--- src/rtl/mips_cpu_mem_arbiter_if.sv ---
// Bus bundle for mips_cpu_mem_arbiter: fetch requester, data requester
// and the shared Avalon-style memory port, seen from the arbiter (master).
interface mips_cpu_mem_arbiter_if #(
   parameter int ADDR_W = 32
);
   logic              i_req;
   logic [ADDR_W-1:0] i_addr;
   logic              i_ready;
   logic [31:0]       i_rdata;
   logic              d_read;
   logic              d_write;
   logic [ADDR_W-1:0] d_addr;
   logic [31:0]       d_wdata;
   logic [3:0]        d_byteenable;
   logic              d_ready;
   logic [31:0]       d_rdata;
   logic [ADDR_W-1:0] mem_address;
   logic              mem_read;
   logic              mem_write;
   logic [31:0]       mem_writedata;
   logic [3:0]        mem_byteenable;
   logic              mem_waitrequest;
   logic [31:0]       mem_readdata;

   modport master (
      input  i_req, i_addr,
      input  d_read, d_write, d_addr, d_wdata, d_byteenable,
      input  mem_waitrequest, mem_readdata,
      output i_ready, i_rdata, d_ready, d_rdata,
      output mem_address, mem_read, mem_write,
      output mem_writedata, mem_byteenable
   );

   modport slave (
      output i_req, i_addr,
      output d_read, d_write, d_addr, d_wdata, d_byteenable,
      output mem_waitrequest, mem_readdata,
      input  i_ready, i_rdata, d_ready, d_rdata,
      input  mem_address, mem_read, mem_write,
      input  mem_writedata, mem_byteenable
   );
endinterface

--- src/rtl/mips_cpu_mem_arbiter.sv ---
// Fetch/data arbiter onto one memory port (IDLE -> ISSUE -> RESP).
// Define MIPS_CPU_MEM_ARB_STATS_EN to add grant/stall counters.
module mips_cpu_mem_arbiter #(
   parameter int DATA_PRIORITY = 0,
   parameter int ADDR_W        = 32
) (
   input  logic                   clk,
   input  logic                   reset_n,
`ifdef MIPS_CPU_MEM_ARB_STATS_EN
   output logic [15:0]            stat_i_grants,
   output logic [15:0]            stat_d_grants,
   output logic [15:0]            stat_stall_cycles,
`endif
   mips_cpu_mem_arbiter_if.master bus
);
   localparam logic [1:0] IDLE  = 2'd0;
   localparam logic [1:0] ISSUE = 2'd1;
   localparam logic [1:0] RESP  = 2'd2;
   localparam logic       GNT_I = 1'b0;
   localparam logic       GNT_D = 1'b1;

   logic [1:0]        state_q, state_d;
   logic              last_grant_q, last_grant_d;
   logic              owner_q, owner_d;
   logic [ADDR_W-1:0] addr_q, addr_d;
   logic              rd_q, rd_d;
   logic              wr_q, wr_d;
   logic [31:0]       wdata_q, wdata_d;
   logic [3:0]        be_q, be_d;
   logic [31:0]       i_rdata_q, i_rdata_d;
   logic [31:0]       d_rdata_q, d_rdata_d;
   logic              i_ready_q, i_ready_d;
   logic              d_ready_q, d_ready_d;
   logic              d_req;
   logic              pick_d;

   always_comb begin
      state_d      = state_q;
      last_grant_d = last_grant_q;
      owner_d      = owner_q;
      addr_d       = addr_q;
      rd_d         = rd_q;
      wr_d         = wr_q;
      wdata_d      = wdata_q;
      be_d         = be_q;
      i_rdata_d    = i_rdata_q;
      d_rdata_d    = d_rdata_q;
      i_ready_d    = 1'b0;
      d_ready_d    = 1'b0;
      d_req        = bus.d_read | bus.d_write;
      pick_d       = 1'b0;
      unique case (state_q)
         IDLE: begin
            // data wins outright, or on a conflict by priority/round-robin
            pick_d = d_req & (~bus.i_req | (DATA_PRIORITY != 0) |
                              (last_grant_q == GNT_I));
            if (pick_d) begin
               addr_d       = bus.d_addr;
               rd_d         = bus.d_read & ~bus.d_write;
               wr_d         = bus.d_write;
               wdata_d      = bus.d_wdata;
               be_d         = bus.d_byteenable;
               owner_d      = GNT_D;
               last_grant_d = GNT_D;
               state_d      = ISSUE;
            end else if (bus.i_req) begin
               addr_d       = bus.i_addr;
               rd_d         = 1'b1;
               wr_d         = 1'b0;
               wdata_d      = '0;
               be_d         = 4'hF;
               owner_d      = GNT_I;
               last_grant_d = GNT_I;
               state_d      = ISSUE;
            end
         end
         ISSUE: begin
            if (!bus.mem_waitrequest) begin
               if (owner_q == GNT_D) begin
                  if (rd_q) d_rdata_d = bus.mem_readdata;
                  d_ready_d = 1'b1;
               end else begin
                  i_rdata_d = bus.mem_readdata;
                  i_ready_d = 1'b1;
               end
               rd_d    = 1'b0;
               wr_d    = 1'b0;
               state_d = RESP;
            end
         end
         RESP:    state_d = IDLE;
         default: state_d = IDLE;
      endcase
   end

   always_ff @(posedge clk or negedge reset_n) begin
      if (!reset_n) begin
         state_q      <= IDLE;
         last_grant_q <= GNT_I;
         owner_q      <= GNT_I;
         addr_q       <= '0;
         rd_q         <= 1'b0;
         wr_q         <= 1'b0;
         wdata_q      <= '0;
         be_q         <= '0;
         i_rdata_q    <= '0;
         d_rdata_q    <= '0;
         i_ready_q    <= 1'b0;
         d_ready_q    <= 1'b0;
      end else begin
         state_q      <= state_d;
         last_grant_q <= last_grant_d;
         owner_q      <= owner_d;
         addr_q       <= addr_d;
         rd_q         <= rd_d;
         wr_q         <= wr_d;
         wdata_q      <= wdata_d;
         be_q         <= be_d;
         i_rdata_q    <= i_rdata_d;
         d_rdata_q    <= d_rdata_d;
         i_ready_q    <= i_ready_d;
         d_ready_q    <= d_ready_d;
      end
   end

   assign bus.mem_address    = addr_q;
   assign bus.mem_read       = rd_q;
   assign bus.mem_write      = wr_q;
   assign bus.mem_writedata  = wdata_q;
   assign bus.mem_byteenable = be_q;
   assign bus.i_ready        = i_ready_q;
   assign bus.i_rdata        = i_rdata_q;
   assign bus.d_ready        = d_ready_q;
   assign bus.d_rdata        = d_rdata_q;

`ifdef MIPS_CPU_MEM_ARB_STATS_EN
   logic        grant_i, grant_d, stall;
   logic [15:0] si_q, si_d, sd_q, sd_d, ss_q, ss_d;

   assign grant_i = (state_q == IDLE) && (state_d == ISSUE) && (owner_d == GNT_I);
   assign grant_d = (state_q == IDLE) && (state_d == ISSUE) && (owner_d == GNT_D);
   assign stall   = (state_q == ISSUE) && bus.mem_waitrequest;

   always_comb begin
      si_d = si_q + 16'(grant_i);
      sd_d = sd_q + 16'(grant_d);
      ss_d = ss_q + 16'(stall);
   end

   always_ff @(posedge clk or negedge reset_n) begin
      if (!reset_n) begin
         si_q <= '0;
         sd_q <= '0;
         ss_q <= '0;
      end else begin
         si_q <= si_d;
         sd_q <= sd_d;
         ss_q <= ss_d;
      end
   end

   assign stat_i_grants     = si_q;
   assign stat_d_grants     = sd_q;
   assign stat_stall_cycles = ss_q;
`endif
endmodule

--- src/flat_wrapper.sv ---
// flat-port wrapper written by rule: the top's interface ports become plain ports
module mips_cpu_mem_arbiter_flat 
#(
   parameter int DATA_PRIORITY = 0,
   parameter int ADDR_W        = 32
)
  (clk, reset_n, bus_i_req, bus_i_addr, bus_d_read, bus_d_write, bus_d_addr, bus_d_wdata, bus_d_byteenable, bus_mem_waitrequest, bus_mem_readdata, bus_i_ready, bus_i_rdata, bus_d_ready, bus_d_rdata, bus_mem_address, bus_mem_read, bus_mem_write, bus_mem_writedata, bus_mem_byteenable);
  mips_cpu_mem_arbiter_if #(.ADDR_W(ADDR_W)) bus_i ();
  input  logic clk;
  input  logic reset_n;
  input wire logic [$bits(bus_i.i_req)-1:0] bus_i_req;
  input wire logic [$bits(bus_i.i_addr)-1:0] bus_i_addr;
  input wire logic [$bits(bus_i.d_read)-1:0] bus_d_read;
  input wire logic [$bits(bus_i.d_write)-1:0] bus_d_write;
  input wire logic [$bits(bus_i.d_addr)-1:0] bus_d_addr;
  input wire logic [$bits(bus_i.d_wdata)-1:0] bus_d_wdata;
  input wire logic [$bits(bus_i.d_byteenable)-1:0] bus_d_byteenable;
  input wire logic [$bits(bus_i.mem_waitrequest)-1:0] bus_mem_waitrequest;
  input wire logic [$bits(bus_i.mem_readdata)-1:0] bus_mem_readdata;
  output wire logic [$bits(bus_i.i_ready)-1:0] bus_i_ready;
  output wire logic [$bits(bus_i.i_rdata)-1:0] bus_i_rdata;
  output wire logic [$bits(bus_i.d_ready)-1:0] bus_d_ready;
  output wire logic [$bits(bus_i.d_rdata)-1:0] bus_d_rdata;
  output wire logic [$bits(bus_i.mem_address)-1:0] bus_mem_address;
  output wire logic [$bits(bus_i.mem_read)-1:0] bus_mem_read;
  output wire logic [$bits(bus_i.mem_write)-1:0] bus_mem_write;
  output wire logic [$bits(bus_i.mem_writedata)-1:0] bus_mem_writedata;
  output wire logic [$bits(bus_i.mem_byteenable)-1:0] bus_mem_byteenable;
  assign bus_i.i_req = bus_i_req;
  assign bus_i.i_addr = bus_i_addr;
  assign bus_i.d_read = bus_d_read;
  assign bus_i.d_write = bus_d_write;
  assign bus_i.d_addr = bus_d_addr;
  assign bus_i.d_wdata = bus_d_wdata;
  assign bus_i.d_byteenable = bus_d_byteenable;
  assign bus_i.mem_waitrequest = bus_mem_waitrequest;
  assign bus_i.mem_readdata = bus_mem_readdata;
  assign bus_i_ready = bus_i.i_ready;
  assign bus_i_rdata = bus_i.i_rdata;
  assign bus_d_ready = bus_i.d_ready;
  assign bus_d_rdata = bus_i.d_rdata;
  assign bus_mem_address = bus_i.mem_address;
  assign bus_mem_read = bus_i.mem_read;
  assign bus_mem_write = bus_i.mem_write;
  assign bus_mem_writedata = bus_i.mem_writedata;
  assign bus_mem_byteenable = bus_i.mem_byteenable;
  mips_cpu_mem_arbiter #(.DATA_PRIORITY(DATA_PRIORITY), .ADDR_W(ADDR_W)) u_core (.clk(clk), .reset_n(reset_n), .bus(bus_i));
endmodule
--- config.mk ---
export PLATFORM = sky130hd
export DESIGN_NAME = mips_cpu_mem_arbiter_flat
export DESIGN_NICKNAME = d
export VERILOG_FILES = /design/src/rtl/mips_cpu_mem_arbiter_if.sv /design/src/rtl/mips_cpu_mem_arbiter.sv /design/src/flat_wrapper.sv
export SDC_FILE = /design/constraint.sdc
export NUM_CORES = 1
export LEC_CHECK = 0
export ABC_AREA = 0
export CAP_MARGIN = 20
export CORE_ASPECT_RATIO = 1.75
export CORE_MARGIN = 10
export CORE_UTILIZATION = 41
export CTS_CLUSTER_DIAMETER = 120
export DETAILED_ROUTE_END_ITERATION = 6
export GPL_TIMING_DRIVEN = 0
export PLACE_DENSITY = 0.87
export SKIP_CTS_REPAIR_TIMING = 1
export SLEW_MARGIN = 20
export SYNTH_ARGS = -nofsm -noshare
export SYNTH_HDL_FRONTEND = slang
export SYNTH_SLANG_ARGS = --single-unit
--- constraint.sdc ---
create_clock -name clk -period 1.9 [get_ports clk]
set_input_delay 0.475 -clock clk [delete_from_list [all_inputs] [get_ports clk]]
set_output_delay 0.475 -clock clk [all_outputs]
set_load 0.03 [all_outputs]
# ---- Yosys cells after proc, flatten, opt, wreduce, memory -nomap -nowiden
# Cells that the tools add are included.
dict set report word_totals {
  word_cells 54
  ff_bits 139
}
dict set report op_classes {
  n_bitwise 8
  n_reduce_logical 8
  mux 24
  n_eq_ne 3
}
# operator n
set ops {}
lappend ops {{32-bit 2-to-1 mux} 4}
lappend ops {{1-bit 2-to-1 mux} 12}
lappend ops {{4-bit 2-to-1 mux} 2}
lappend ops {{2-bit 2-to-1 mux} 3}
lappend ops {{3-bit AND reduction} 2}
lappend ops {{1-bit NOT} 4}
lappend ops {{1-bit case mux with 2 select lines} 2}
lappend ops {{2-bit case mux with 2 select lines} 1}
lappend ops {{2-bit AND reduction} 2}
lappend ops {{4-bit AND reduction} 1}
lappend ops {{2-bit nonzero test} 2}
lappend ops {{3-bit by 2-bit inequality test with 1-bit output, second input constant} 1}
lappend ops {{1-bit AND} 2}
lappend ops {{2-bit by 1-bit equality test with 1-bit output, second input constant} 1}
lappend ops {{2-bit logical NOT} 1}
lappend ops {{2-bit inequality test, second input constant} 1}
lappend ops {{1-bit OR} 2}

# ---- Logic depth before layout (Yosys ltp)
dict set report depth {
  word_depth 5
  ltp_mapped 6
  ltp_nobuf 4
}

# ---- Worst setup path after synthesis
# OpenSTA, ideal clock, no wires.
dict set report synth_path {
  path_type {input to register}
  start {input bus_d_write}
  end {register u_core.addr_q[0], in the netlist u_core.bus.mem_address[0]}
  stages 5
  required_time_ps 1775
  path_slack_ps 42
  path_buffers 2
  setup_ps 125
  arrival_time_ps 1733
  path_cell_list {clkbuf_2 -> o2bb2ai_1 -> buf_2 -> mux2_2 -> mux2_2}
}
dict set report synth_between {
  elab_chain_cells 4
  word_cells_on_any_way 5
}
# item line
set synth_lines {}
lappend synth_lines {{start, declared} flat_wrapper.sv:14} ;# input wire logic [$bits(bus_i.d_write)-1:0] bus_d_write;
lappend synth_lines {{1-bit OR *} mips_cpu_mem_arbiter.sv:50} ;# d_req = bus.d_read | bus.d_write;
lappend synth_lines {{1-bit AND *} mips_cpu_mem_arbiter.sv:55} ;# pick_d = d_req & (~bus.i_req | (DATA_PRIORITY != 0) |
lappend synth_lines {{2-bit nonzero test (no source line)} --}
lappend synth_lines {{2-bit AND reduction (no source line)} --}
lappend synth_lines {{end signal, assigned} mips_cpu_mem_arbiter.sv:114} ;# addr_q <= addr_d;
lappend synth_lines {{end, declared} mips_cpu_mem_arbiter.sv:25} ;# logic [ADDR_W-1:0] addr_q, addr_d;
# Every way passes the cells marked *; elsewhere a longest branch is shown, timed or not.
# A chain may end at the register's enable or synchronous reset.

# ---- Final worst setup path
dict set report layout_path {
  start {input bus_i_req}
  end {register u_core.addr_q[3], in the netlist u_core.bus.mem_address[3]}
}
dict set report layout_between {
  elab_chain_cells 5
  word_cells_on_any_way 6
}
# item line
set layout_lines {}
lappend layout_lines {{start, declared} flat_wrapper.sv:11} ;# input wire logic [$bits(bus_i.i_req)-1:0] bus_i_req;
lappend layout_lines {{1-bit NOT} mips_cpu_mem_arbiter.sv:55}
lappend layout_lines {{1-bit OR} mips_cpu_mem_arbiter.sv:55}
lappend layout_lines {{1-bit AND} mips_cpu_mem_arbiter.sv:55}
lappend layout_lines {{2-bit nonzero test (no source line)} --}
lappend layout_lines {{2-bit AND reduction (no source line)} --}
# Parallel ways exist; a longest one is shown, timed or not.

==> run_results.csv <==
group,metric,value,unit
sta,clock_skew,0.01168,ns
logic_synthesis,ys.warnings.count,0,
sta,finalHoldViolations,0,
floorplanning,start_util,0.4203,
drt,drt_iter0_markers,64,
critical_path,path_class,"input port to flop",
global_routing,overflow,0,
global_routing,grt_first_pass_wirelength,26750,µm
logic_synthesis,synth.net_count,480,
critical_path,crit_end,"u_core.bus.mem_address[3]$_DFFE_PN0P_",
logic_synthesis,synth_area_leader_cell,"dfrtp_1",
cts,cts_sinks,139,
drt,wirelength,18340,µm
logic_synthesis,ys_top_cells_by_area,"dfrtp_1 (62%), mux2_2 (20%), mux2_4 (8.0%)",
global_routing,grt_usage,0.1833,
placed_design,dp_worst_setup_slack,-0.7684,ns
critical_path,reg2regPathDepth,6,
floorplanning,die_area,0.01907,mm²
sta,fin_ws,0.01703,ns
cts,cts-htree-levels,4,
critical_path,crit_arrival,2.16,ns
cts,cts_tree,"yes",
logic_synthesis,syn_inst,342,
cts,clkLatencyLatePin,0.40,ns
drt,drt_first_pass_iters,4,
final_layout,finalNetCount,780,
cts,clk_pin_slew_worst_paths,0.06,ns
final_layout,area_growth,70.99,%
placed_design,gp_congestion,0.8762,
floorplanning,fp.coreArea,0.01345,mm²
critical_path,cp-start-kind,"input port",
global_routing,grt_max_degree,73,
floorplanning,fp.dieW,108.8,µm
floorplanning,row_count,56,
logic_synthesis,ys_types,26,
logic_synthesis,synth_top_area_share,0.6152,
min_path,hold_class,"input port to asynchronous set/reset pin",
sta,fin_crit,1.883,ns
critical_path,worst-endpoint-required,2.17,ns
cts,root_buffer,"clkbuf_16",
drt,vias,4162,
logic_synthesis,synth_area,0.005654,mm²
global_routing,grt_pass1_vias,4586,
sta,maxSlewHeadroom,0.5641,
placed_design,dpl_cell_area,0.008627,mm²
final_layout,finish.utilization,0.7187,
logic_synthesis,synth_seq_cells,139,
final_layout,antenna_cells,0,
sta,rsz0062_at_grt,"true",
final_layout,layoutNonFillerInstCount,828,
critical_path,reg2reg_from,"u_core.state_q[1]$_DFFE_PN0P_",
floorplanning,pin_count,274,
drt,route.detailed.drc,0,
cts,numCtsBuffers,17,
drt,wl_per_cell,22.15,µm
sta,fin_crit_sh,0.9910,
sta,max_freq,0.5311,GHz
placed_design,io_buffers,272,
drt,viasPerCell,5.027,
sta,slew_viol_final,0,
critical_path,critPathCaptureType,"flop",
sta,max_slew.worst_pin.slew,0.6500,ns
logic_synthesis,ys_seq_area_frac,0.6152,
run_status,status,"finished, final reports clean",
job,max_cap_viol_count,0,
final_layout,final_cell_area,0.009668,mm²
drt,ant_nets,0,
pwr,cellPowerDensity,1825,mW/mm²
critical_path,r2r_end,"u_core.bus.d_rdata[20]$_DFFE_PN0P_",
critical_path,critPathLaunch,"bus_i_req",
critical_path,rrSetupSlack,0.08,ns
sta,setup_viol,0,
pwr,leakagePower,5.424,nW
pwr,ir_worst_vdd,0.001164,V
global_routing,antenna_found_initial,0,
final_layout,drive_gt1_frac,0.3012,
cts,clockBufferDepth,2,
placed_design,dp_hpwl,14200,µm
logic_synthesis,synth.avg_cell_area,16.53,µm²
floorplanning,die_h,175.4,µm
critical_path,cp_max_fo,10,
placed_design,placed_cells,789,
[how the worst min path moves through the flow]
| stage | endpoint | slack, ns | depth (start not counted) |
|---|---|---|---|
| 2_1_floorplan | u_core.bus.d_rdata[0]$_DFFE_PN0P_ | 0.18 | 0 |
| 3_3_place_gp | u_core.bus.mem_writedata[30]$_DFFE_PN0P_ | 0.49 | 1 |
| 3_5_place_dp | u_core.bus.d_rdata[26]$_DFFE_PN0P_ | 0.47 | 1 |
| 4_1_cts | u_core.bus.d_rdata[26]$_DFFE_PN0P_ | 0.04 | 1 |
| 5_1_grt | u_core.bus.d_rdata[26]$_DFFE_PN0P_ | 0.04 | 1 |
| 6_report | u_core.bus.d_rdata[26]$_DFFE_PN0P_ | 0.03 | 1 |
[report_power, final]
part / leakage [nW] / total (mW) / internal (mW) / switching, mW
sequential: 1.68 / 5.16 / 4.40 / 0.765
combinational: 3.47 / 9.28 / 4.32 / 4.95
clock: 0.273 / 3.20 / 1.94 / 1.27
[cells in the mapped netlist]
cell and number:
a211oi_1 1, a21o_1 1, a22o_1 32, a22oi_1 1, a32o_1 1, and2_2 1
and3_4 1, buf_12 4, buf_2 13, buf_4 3, clkbuf_2 1, dfrtp_1 139
inv_2 1, mux2_2 98, mux2_4 30, nand2_1 2, nand3b_1 1, nor2_1 1
nor2_2 1, o21a_1 1, o21ai_0 1, o22a_1 4, o2bb2ai_1 1, o31a_1 1
o31ai_2 1, or3b_4 1
[final cells by class]
class	instances	area, µm²
plain buffers	21	191.4
clock buffers	18	429.2
clock inverters	13	141.4
fillers	850	3785
inverters	1	3.754
multi-input cells	181	2028
flip-flops and latches	139	3478
well taps	174	217.7
repair buffers	281	3178
[cell families after synthesis]
group                  count (synthesis)  synth area share
AO/OA/AOI/OAI                         45           0.06904
buffers and inverters                 22           0.03120
flip-flops                           139            0.6152
multiplexers                         128            0.2748
AND/OR/NAND/NOR                        8          0.009738
[critical path, stage by stage]
cell,delay [ns]
clkdlybuf4s50_1,0.62
o2bb2ai_4,0.20
buf_4,0.24
mux2_2,0.35
mux2_2,0.27
[flip-flops by register name (all words and copies together), names as in the netlist]
register                   cells
u_core.bus.d_rdata            32
u_core.bus.i_rdata            32
u_core.bus.mem_address        32
u_core.bus.mem_writedata      32
u_core.bus.mem_byteenable      4
u_core.state_q                 2
u_core.bus.d_ready             1
u_core.bus.i_ready             1
u_core.bus.mem_read            1
u_core.bus.mem_write           1
u_core.last_grant_q            1
[placed cells by master (no fill, tap or decap), drive strengths merged]
cell	count
a211oi	1
a21o	1
a22o	32
a22oi	1
a32o	1
and2	1
and3	1
buf	27
bufinv	2
clkbuf	22
clkdlybuf4s50	133
clkinv	4
clkinvlp	3
dfrtp	139
dlymetal6s2s	138
inv	5
mux2	128
nand2	2
nand3b	1
nor2	2
o21a	1
o21ai	1
o22a	4
o2bb2ai	1
o31a	1
o31ai	1
or3b	1
[per-stage QoR]
stage | total power, mW | hold slack (ns) | TNS (ns)
floorplan | 10.56 | 0.1794 | 0
global placement | 14.40 | 0.4870 | -717.78
detailed placement | 14.68 | 0.4720 | -62.17
CTS | 17.95 | 0.03527 | -17.38
global route | 18.42 | 0.03928 | -0.04040
finish | 17.64 | 0.02801 | 0
[routing by layer]
| metal | wire [µm] | vias to the layer above | track usage |
|---|---|---|---|
| li1 | - | 1863 | - |
| met1 | 6259 | 2087 | 0.1795 |
| met2 | 10360 | 181 | 0.3429 |
| met3 | 1143 | 31 | 0.05499 |
| met4 | 582 | 0 | 0.07230 |
| met5 | 0 | - | 0 |
Note: power is estimated with default switching activity, not from simulation.
==> RTL edit: new RTL, config.mk and constraints unchanged <==
`ADDR_W` is set to 32 in 3 places; all go to 36.
--- a/src/rtl/mips_cpu_mem_arbiter_if.sv
+++ b/src/rtl/mips_cpu_mem_arbiter_if.sv
@@ -1,7 +1,7 @@
 // Bus bundle for mips_cpu_mem_arbiter: fetch requester, data requester
 // and the shared Avalon-style memory port, seen from the arbiter (master).
 interface mips_cpu_mem_arbiter_if #(
-   parameter int ADDR_W = 32
+   parameter int ADDR_W = 36
 );
    logic              i_req;
    logic [ADDR_W-1:0] i_addr;
--- a/src/rtl/mips_cpu_mem_arbiter.sv
+++ b/src/rtl/mips_cpu_mem_arbiter.sv
@@ -2,7 +2,7 @@
 // Define MIPS_CPU_MEM_ARB_STATS_EN to add grant/stall counters.
 module mips_cpu_mem_arbiter #(
    parameter int DATA_PRIORITY = 0,
-   parameter int ADDR_W        = 32
+   parameter int ADDR_W        = 36
 ) (
    input  logic                   clk,
    input  logic                   reset_n,
--- a/src/flat_wrapper.sv
+++ b/src/flat_wrapper.sv
@@ -2,7 +2,7 @@
 module mips_cpu_mem_arbiter_flat 
 #(
    parameter int DATA_PRIORITY = 0,
-   parameter int ADDR_W        = 32
+   parameter int ADDR_W        = 36
 )
   (clk, reset_n, bus_i_req, bus_i_addr, bus_d_read, bus_d_write, bus_d_addr, bus_d_wdata, bus_d_byteenable, bus_mem_waitrequest, bus_mem_readdata, bus_i_ready, bus_i_rdata, bus_d_ready, bus_d_rdata, bus_mem_address, bus_mem_read, bus_mem_write, bus_mem_writedata, bus_mem_byteenable);
   mips_cpu_mem_arbiter_if #(.ADDR_W(ADDR_W)) bus_i ();
Ports: changed (resized bus_d_addr, bus_i_addr and bus_mem_address); port bits go from 274 to 286. The function was not compared with the original's and may differ.
==> RTL edit against the unedited design <==
  * Total power is 5.0% higher
  * Cell area increased by 4.0%
  * Largest power group unchanged
  * Clock skew up 8.3 ps
  * Cell count rose by 3.7%
  * Worst setup slack got worse by 5.3 ps
  * Utilization increased by 0.46 points
  * Synthesized area grew 3.2%
  * Sequential cell count increased by 4
  * Largest cell class unchanged
  * Wire length up 4.1%
  * Combinational power grew 3.2%
==> RTL edit: results (changes against the unedited design) <==
[logic_synthesis]
yosysUniqueCellTypes=28  ; +7.7%
yosys-top-cells-count=dfrtp_1, mux2_2, a22o_1
synth_area_leaders=dfrtp_1, mux2_2, mux2_4
ys_seq_area_share_pct=61.3  ; -0.17 points
synth_fp_nets=500  ; +4.2%

[route]
drt-met1-wl_um=6470  ; +3.4%
met2WireLength_um=10500  ; +1.6%
drt-total-wl_um=19100  ; +4.1%
vias_per_cell=4.99  ; -0.74%

[power_and_ir_drop]
leakage_uw=0.00562  ; +3.7%
peakVddDrop_mv=1.18  ; +1.6%

[global_route]
antenna_found_initial=4  ; +4
grt_usage_pct=18.7  ; +0.41 points
first_global_vias=4850  ; +5.8%
grt_pass1_wl_um=28100  ; +4.9%
grt_max_degree=74  ; +1.4%

[worst_setup_path]
r2r-end=u_core.bus.d_rdata[21]
path_max_fanout=7  ; -3

[hold_path]
hp-class=in -> async

[clock_tree]
clockBufferDepth=2  ; unchanged

[sta]
skew_ps=20.0  ; +8.34 ps
tightest_slew_ps=594  ; -55.6 ps

[place]
globalplace.congestion=0.809  ; -7.7%
placed_area_mm2=0.00894  ; +3.7%

[cells_and_area]
nFillCells=878  ; +3.3%
nNetsFinal=811  ; +4.0%
drive_gt1_share_pct=30.1  ; -0.034 points

[outcome]
outcome=complete, no violations

==> RTL edit: cell count changes in the layout (fill, tap and decap cells not counted), sizes merged, moves of 2 or more <==
cell	change
bufinv	+2
clkbuf	+3
clkdlybuf4s50	+8
clkinvlp	-3
dfrtp	+4
diode	+4
dlymetal6s2s	+4
inv	-2
mux2	+8
==> RTL edit: area by class of cell <==
cell class,instances,area (µm²),share of cell area [%]
inverters,1,3.75,0.0373
repair buffers,292,3300,32.8
plain buffers,21,183,1.82
flip-flops and latches,143,3580,35.6
well taps,177,221,2.20
diodes,4,10.0,0.0995
clock inverters,11,178,1.77
clock buffers,21,470,4.68
multi-input cells,189,2110,21.0
==> RTL edit: report_power, final <==
group          leakage, µW  total (µW)  internal (µW)  switching, µW
Clock             0.000318        3600           2320           1280
Combinational      0.00358        9580           4450           5120
Sequential         0.00172        5360           4530            825
Total              0.00562       18500          11300           7230
==> RTL edit: worst max-delay path by stage <==
stage / endpoint / cells past startpoint / start
finish: u_core.bus.mem_address[27] / 6 / bus_i_req
global route: u_core.bus.mem_address[27] / 6 / bus_i_req
CTS: u_core.bus.mem_address[12] / 5 / bus_d_read
detailed placement: u_core.bus.mem_address[12] / 5 / bus_d_read
global placement: u_core.bus.mem_address[21] / 1 / reset_n
floorplan: u_core.bus.mem_address[32] / 5 / bus_d_write
==> RTL edit: kinds of logic after synthesis <==
family,after synthesis,share of synthesized area [%]
muxes,136,28.2
AOI/OAI and AO/OA,45,6.80
and+or+nand+nor,8,0.858
buffers and inverters,22,2.81
DFF,143,61.3
==> RTL edit: per-layer routing <==
layer,vias to the layer above,global-route usage (%)
met2,188,33.3
met4,0,9.25
li1,1926,-
met3,46,6.32
met1,2126,18.7
met5,-,0
==> RTL edit: through the flow <==
| step | TNS, ps | std cells | hold slack [ps] | setup slack [ps] | total power [µW] |
|---|---|---|---|---|---|
| floorplan | 0 | 354 | 179 | 88.8 | 10900 |
| global placement | -744640 | 815 | 488 | -4860 | 14900 |
| detailed placement | -58380 | 816 | 476 | -558 | 15200 |
| CTS | -11140 | 848 | 38.0 | -135 | 18800 |
| global route | -32.2 | 858 | 56.6 | -15.2 | 19300 |
| finish | 0 | 859 | 18.4 | 11.7 | 18500 |
